--- config.mk ---
export PLATFORM = sky130hd
export DESIGN_NAME = usb3_rx_fifo_if
export DESIGN_NICKNAME = d
export VERILOG_FILES = /design/src/rtl/usb3_rx_fifo_if.sv
export SDC_FILE = /design/constraint.sdc
export NUM_CORES = 2
export LEC_CHECK = 0
export CAP_MARGIN = 10
export CELL_PAD_IN_SITES_DETAIL_PLACEMENT = 1
export CELL_PAD_IN_SITES_GLOBAL_PLACEMENT = 2
export CORE_ASPECT_RATIO = 0.9
export CORE_MARGIN = 2
export CORE_UTILIZATION = 45
export CTS_CLUSTER_DIAMETER = 120
export DETAILED_ROUTE_END_ITERATION = 8
export PLACE_DENSITY_LB_ADDON = 0.25
export SYNTH_ARGS = -nofsm -noshare
export SYNTH_HDL_FRONTEND = slang
export SYNTH_SLANG_ARGS = --single-unit
--- constraint.sdc ---
create_clock -name ftdi_clk -period 4.8 [get_ports ftdi_clk]
set_input_delay 0.96 -clock ftdi_clk [delete_from_list [all_inputs] [get_ports ftdi_clk]]
set_output_delay 0.96 -clock ftdi_clk [all_outputs]
set_load 0.05 [all_outputs]
--- src/rtl/usb3_rx_fifo_if.sv ---
// FT601/FT600 245-synchronous-FIFO receive interface with an integrated show-ahead buffer.
// Runs the OE_N/RD_N burst handshake and stops early enough that the trailing word still fits.
module usb3_rx_fifo_if #(
  parameter int unsigned DATA_W       = 32,
  parameter int unsigned FIFO_DEPTH   = 64,
  parameter int unsigned LINE_WORDS   = 40,
  parameter int unsigned AFULL_MARGIN = 2
) (
  input  logic                          ftdi_clk,
  input  logic                          reset,
  input  logic                          enable,
  input  logic                          FR_RXF,
  output logic                          FT_OE,
  output logic                          FT_RD,
  input  logic [DATA_W-1:0]             usb3_data_in,
  output logic                          fifo_empty,
  output logic                          full_dataline_available,
  input  logic                          get_next_word,
  output logic [DATA_W-1:0]             fifo_data_out,
  output logic [$clog2(FIFO_DEPTH):0]   fifo_count,
  output logic                          overflow
);

  localparam int unsigned PTR_W = $clog2(FIFO_DEPTH);
  localparam int unsigned CNT_W = PTR_W + 1;
  localparam logic [CNT_W-1:0] DEPTH_C = CNT_W'(FIFO_DEPTH);
  localparam logic [CNT_W-1:0] STOP_C  = CNT_W'(FIFO_DEPTH - AFULL_MARGIN);
  localparam logic [CNT_W-1:0] LINE_C  = CNT_W'(LINE_WORDS);

  typedef enum logic [1:0] {
    IDLE = 2'd0,
    ARM  = 2'd1,
    READ = 2'd2
  } state_t;

  state_t              state_q, state_d;
  logic                ft_oe_q, ft_oe_d;
  logic                ft_rd_q, ft_rd_d;
  logic [PTR_W-1:0]    wr_ptr_q, wr_ptr_d;
  logic [PTR_W-1:0]    rd_ptr_q, rd_ptr_d;
  logic [CNT_W-1:0]    count_q, count_d;
  logic                empty_q, empty_d;
  logic                line_q, line_d;
  logic                overflow_q, overflow_d;
  logic [DATA_W-1:0]   head_q, head_d;
  logic [DATA_W-1:0]   mem_q [FIFO_DEPTH];

  logic                wr, wr_ok, rd, full;
  logic [PTR_W-1:0]    rd_ptr_nxt;

  // Buffer bookkeeping: strobes, pointers, occupancy and the show-ahead head word
  always_comb begin
    full       = (count_q == DEPTH_C);
    wr         = (state_q == READ) && !FR_RXF;
    wr_ok      = wr && !full;
    rd         = get_next_word && (count_q != '0);
    rd_ptr_nxt = rd_ptr_q + PTR_W'(1);

    wr_ptr_d   = wr_ok ? (wr_ptr_q + PTR_W'(1)) : wr_ptr_q;
    rd_ptr_d   = rd ? rd_ptr_nxt : rd_ptr_q;
    count_d    = count_q + CNT_W'(wr_ok) - CNT_W'(rd);
    empty_d    = (count_d == '0);
    line_d     = (count_d >= LINE_C);
    overflow_d = overflow_q | (wr && full);

    // Incoming word becomes the head when it lands in an empty (or emptying) buffer
    head_d = head_q;
    if (wr_ok && ((count_q == '0) || ((count_q == CNT_W'(1)) && rd))) begin
      head_d = usb3_data_in;
    end else if (rd) begin
      head_d = mem_q[rd_ptr_nxt];
    end
  end

  // Burst handshake; READ exits once the post-edge level reaches the reserve threshold
  always_comb begin
    state_d = state_q;
    case (state_q)
      IDLE: if (enable && !FR_RXF && (count_q < STOP_C)) state_d = ARM;
      ARM:  state_d = (FR_RXF || !enable) ? IDLE : READ;
      READ: if (FR_RXF || !enable || (count_d >= STOP_C)) state_d = IDLE;
      default: state_d = IDLE;
    endcase
    ft_oe_d = !((state_d == ARM) || (state_d == READ));
    ft_rd_d = (state_d != READ);
  end

  always_ff @(posedge ftdi_clk) begin
    if (reset) begin
      state_q    <= IDLE;
      ft_oe_q    <= 1'b1;
      ft_rd_q    <= 1'b1;
      wr_ptr_q   <= '0;
      rd_ptr_q   <= '0;
      count_q    <= '0;
      empty_q    <= 1'b1;
      line_q     <= 1'b0;
      overflow_q <= 1'b0;
      head_q     <= '0;
    end else begin
      state_q    <= state_d;
      ft_oe_q    <= ft_oe_d;
      ft_rd_q    <= ft_rd_d;
      wr_ptr_q   <= wr_ptr_d;
      rd_ptr_q   <= rd_ptr_d;
      count_q    <= count_d;
      empty_q    <= empty_d;
      line_q     <= line_d;
      overflow_q <= overflow_d;
      head_q     <= head_d;
    end
  end

  // Storage array carries no reset; occupancy tracking decides what is valid
  always_ff @(posedge ftdi_clk) begin
    if (!reset && wr_ok) begin
      mem_q[wr_ptr_q] <= usb3_data_in;
    end
  end

  assign FT_OE                   = ft_oe_q;
  assign FT_RD                   = ft_rd_q;
  assign fifo_empty              = empty_q;
  assign full_dataline_available = line_q;
  assign fifo_data_out           = head_q;
  assign fifo_count              = count_q;
  assign overflow                = overflow_q;

endmodule
==> impl_metrics.tcl <==
set metrics [dict create \
    status "finished, final reports clean" \
    cp_max_fo 3 \
    setup_viol 0 \
    cp_data_required_time_ns 5.53 \
    syn2layout_area_growth_pct 14.45 \
    grt_max_degree 114 \
    tightest_slew_ns 1.215 \
    firstDrtPassIters 7 \
    cts-hold-fix-buffers 0 \
    yosys_warnings 0 \
    timing.final.crit_share_pct 81.17 \
    core_area_um2 180400 \
    cp-end-kind "flop" \
    cap_violations 0 \
    via_per_inst 6.021 \
    setup_tns_ns 0 \
    synth_area_um2 81470 \
    detail-route-antenna-nets 0 \
    post_cts_resized 0 \
    vias 41120 \
    initial_core_util_pct 45.17 \
    pwr_density_cell_nw_per_um2 490.0 \
    cts_setup_buffers 0 \
    gr-total-overflow 0 \
    rsz0062_at_grt "no" \
    cts_tree "built" \
    gp_congestion 0.7541 \
    antenna_found_initial 22 \
    async_reset_ff_share_pct 0 \
    clk_path_buf_depth 3 \
    r2r_slack_ns 0.91 \
    cts-buffers-inserted 210 \
    grt_usage_pct 24.06 \
    wl_per_cell_um 32.26 \
    die_h_um 407.6 \
    crit_top_cell "ha_1" \
    drtIter0Drc 4479 \
    synth-seq-cells 2106 \
    maxSlewViolCount 0 \
    grt_pass1_wl_um 316100 \
    skew_ns 0.03396 \
    io_pins 81 \
    syn_nets 4057 \
    hold_class "primary input to flop" \
    cts_root_buffer "clkbuf_16" \
    cp.arrival_ns 4.63 \
    fill_cells 15950 \
    die_w_um 452.5 \
    ir_drop_mv 0.3705 \
    drt_wl_total_um 220300 \
    clkTransAtPathRegs_ns 0.06 \
    final_util_pct 51.69 \
    io_buffers 80 \
    period_minus_slack_ns 3.896 \
    p_leak_uw 0.02894 \
    fmax_ghz 0.2567 \
    maxSlewHeadroom_pct 18.97 \
    final_hold_viol_count 0 \
    slowest_stage "or3b_2" \
    path_cells "clkdlybuf4s50_1, or3b_2, a21oi_2, inv_1, ha_1, inv_1, ha_1, fa_1, a21oi_1, o21bai_1, and3_1, nor4_1, o41ai_1, a21oi_1, ha_1, or2_2" \
    clock_latency_ns 0.85 \
    htree_levels 4 \
    synth_flop_cell "edfxtp_1" \
    cts_sinks 2106 \
    num_rows 148 \
    critPathLaunchType "primary input" \
    synth_cell_types 65 \
    post-dp-hpwl_um 123100 \
    die_area_um2 184500 \
    postSynthAreaPerCell_um2 20.35 \
    cp_slowest_stage_delay_ns 0.49 \
    route.detailed.drc 0 \
    ys_seq_area_share_pct 76.92 \
    first_global_vias 42820 \
    drive_gt1_share_pct 25.38 \
    synth_edf_count 2048 \
    synth_cells 4004 \
    crit_type "primary input to flop" \
    nets 4299 \
]
-- registers in the layout, indices dropped and copies added, names as in the netlist --
register,count
rd_ptr_q,6
fifo_count,7
state_q,2
full_dataline_available,1
overflow,1
mem_q,2048
FT_OE,1
fifo_empty,1
wr_ptr_q,6
fifo_data_out,32
FT_RD,1
-- final cells by class --
cell class / instances / area, um^2 / area share, %
sequential: 2106 / 62670 / 67.21
inverter: 13 / 48.80 / 0.05234
antenna: 6 / 15.01 / 0.01610
clock inverter: 123 / 950.9 / 1.020
tap: 2400 / 3003 / 3.221
clock buffer: 267 / 5667 / 6.078
multi-input combinational: 1651 / 18140 / 19.45
timing repair buffer: 264 / 2748 / 2.947
-- worst paths after layout --
kind / from / to / depth (start not counted)
setup / recovery: FR_RXF / FT_OE$_SDFF_PP1_ / 16
hold reg to reg: state_q[0]$_SDFF_PP0_ / state_q[1]$_SDFF_PP0_ / 2
hold / removal: usb3_data_in[19] / mem_q[0][19]$_DFFE_PP_ / 1
setup reg to reg: fifo_count[4]$_SDFF_PP0_ / FT_OE$_SDFF_PP1_ / 16
-- layout by cell type (no fill, tap or decap), types with 30 or more instances in the layout --
cell	count
buf_2	32
edfxtp_1	2048
clkdlybuf4s50_1	48
a31oi_1	59
clkinv_2	42
nor2_4	63
clkbuf_1	44
mux4_2	520
dfxtp_1	56
nand3_1	229
nand2_1	513
buf_12	58
o221ai_1	30
clkinv_1	50
nor2_1	30
clkbuf_16	216
buf_4	126
-- metrics by stage --
step | hold WS (ns) | instance area (um^2) | total power, uW | cells | setup slack (ns)
final | 0.4904 | 93230 | 45680 | 6830 | 0.9039
after global routing | 0.4616 | 93230 | 47320 | 6827 | 0.5210
after CTS | 0.4365 | 93120 | 46110 | 6819 | 0.8581
after detailed placement | 0.5400 | 86500 | 30290 | 6429 | 0.03648
after global placement | 0.5145 | 86500 | 30240 | 6429 | 0.004063
after floorplan | 0.4952 | 81470 | 27480 | 4004 | 0.04425
-- metal layers --
metal  track usage (%)  wire (um)
met1             34.13      92800
met2             38.18     105900
met3             4.733      15600
met4             6.552       5814
met5            0.7552        206
-- cells in the mapped netlist, types with 4 or more instances --
cell type	n	area (um^2)
edfxtp_1	2048	61500
mux4_2	520	11710
nand2_1	514	1929
nand3_1	229	1146
clkbuf_1	117	439.2
nor2_1	94	352.8
a31oi_1	59	369.1
dfxtp_1	58	1161
buf_4	52	390.4
buf_2	34	170.2
o221ai_1	30	262.8
a311o_1	28	280.3
a32oi_1	28	245.2
buf_1	21	78.83
a21oi_1	15	75.07
ha_1	15	187.7
inv_1	13	48.80
nor3_1	9	45.04
mux2i_1	8	80.08
xnor2_1	7	61.31
xor2_1	7	61.31
nor2b_1	6	37.54
buf_6	5	56.30
buf_8	5	75.07
nand2b_1	5	31.28
nand3b_1	5	37.54
nor4_1	5	31.28
a211oi_1	4	30.03
and3_1	4	25.02
nand4_1	4	25.02
o21ai_0	4	20.02
or3_1	4	25.02
-- report_power, final --
group          switching, uW  total, uW  internal [uW]  leakage, uW
registers                220      20500          20300       0.0189
logic                   5080       9310           4230      0.00682
clock network           6960      15900           8920      0.00324
total                  12300      45700          33400       0.0289
-- logic make-up after synthesis --
family                   after synthesis  share of synthesized area (%)
AO/OA/AOI/OAI                        188                          1.779
flip-flops                          2106                          76.92
adder cells (fa/ha/maj)               16                         0.2550
multiplexers                         530                          14.54
buffers and inverters                247                          1.545
AND/OR/NAND/NOR                      900                          4.757
XOR/XNOR                              17                         0.2104
-- critical path: cells and delay by family --
kind / cells / cell delay, ns
and+or+nand+nor: 4 / 1.21
adders and majority gates: 4 / 1.14
AOI/OAI and AO/OA: 5 / 0.75
buffers and inverters: 3 / 0.57
No activity file was read; power rests on OpenSTA's default activity.
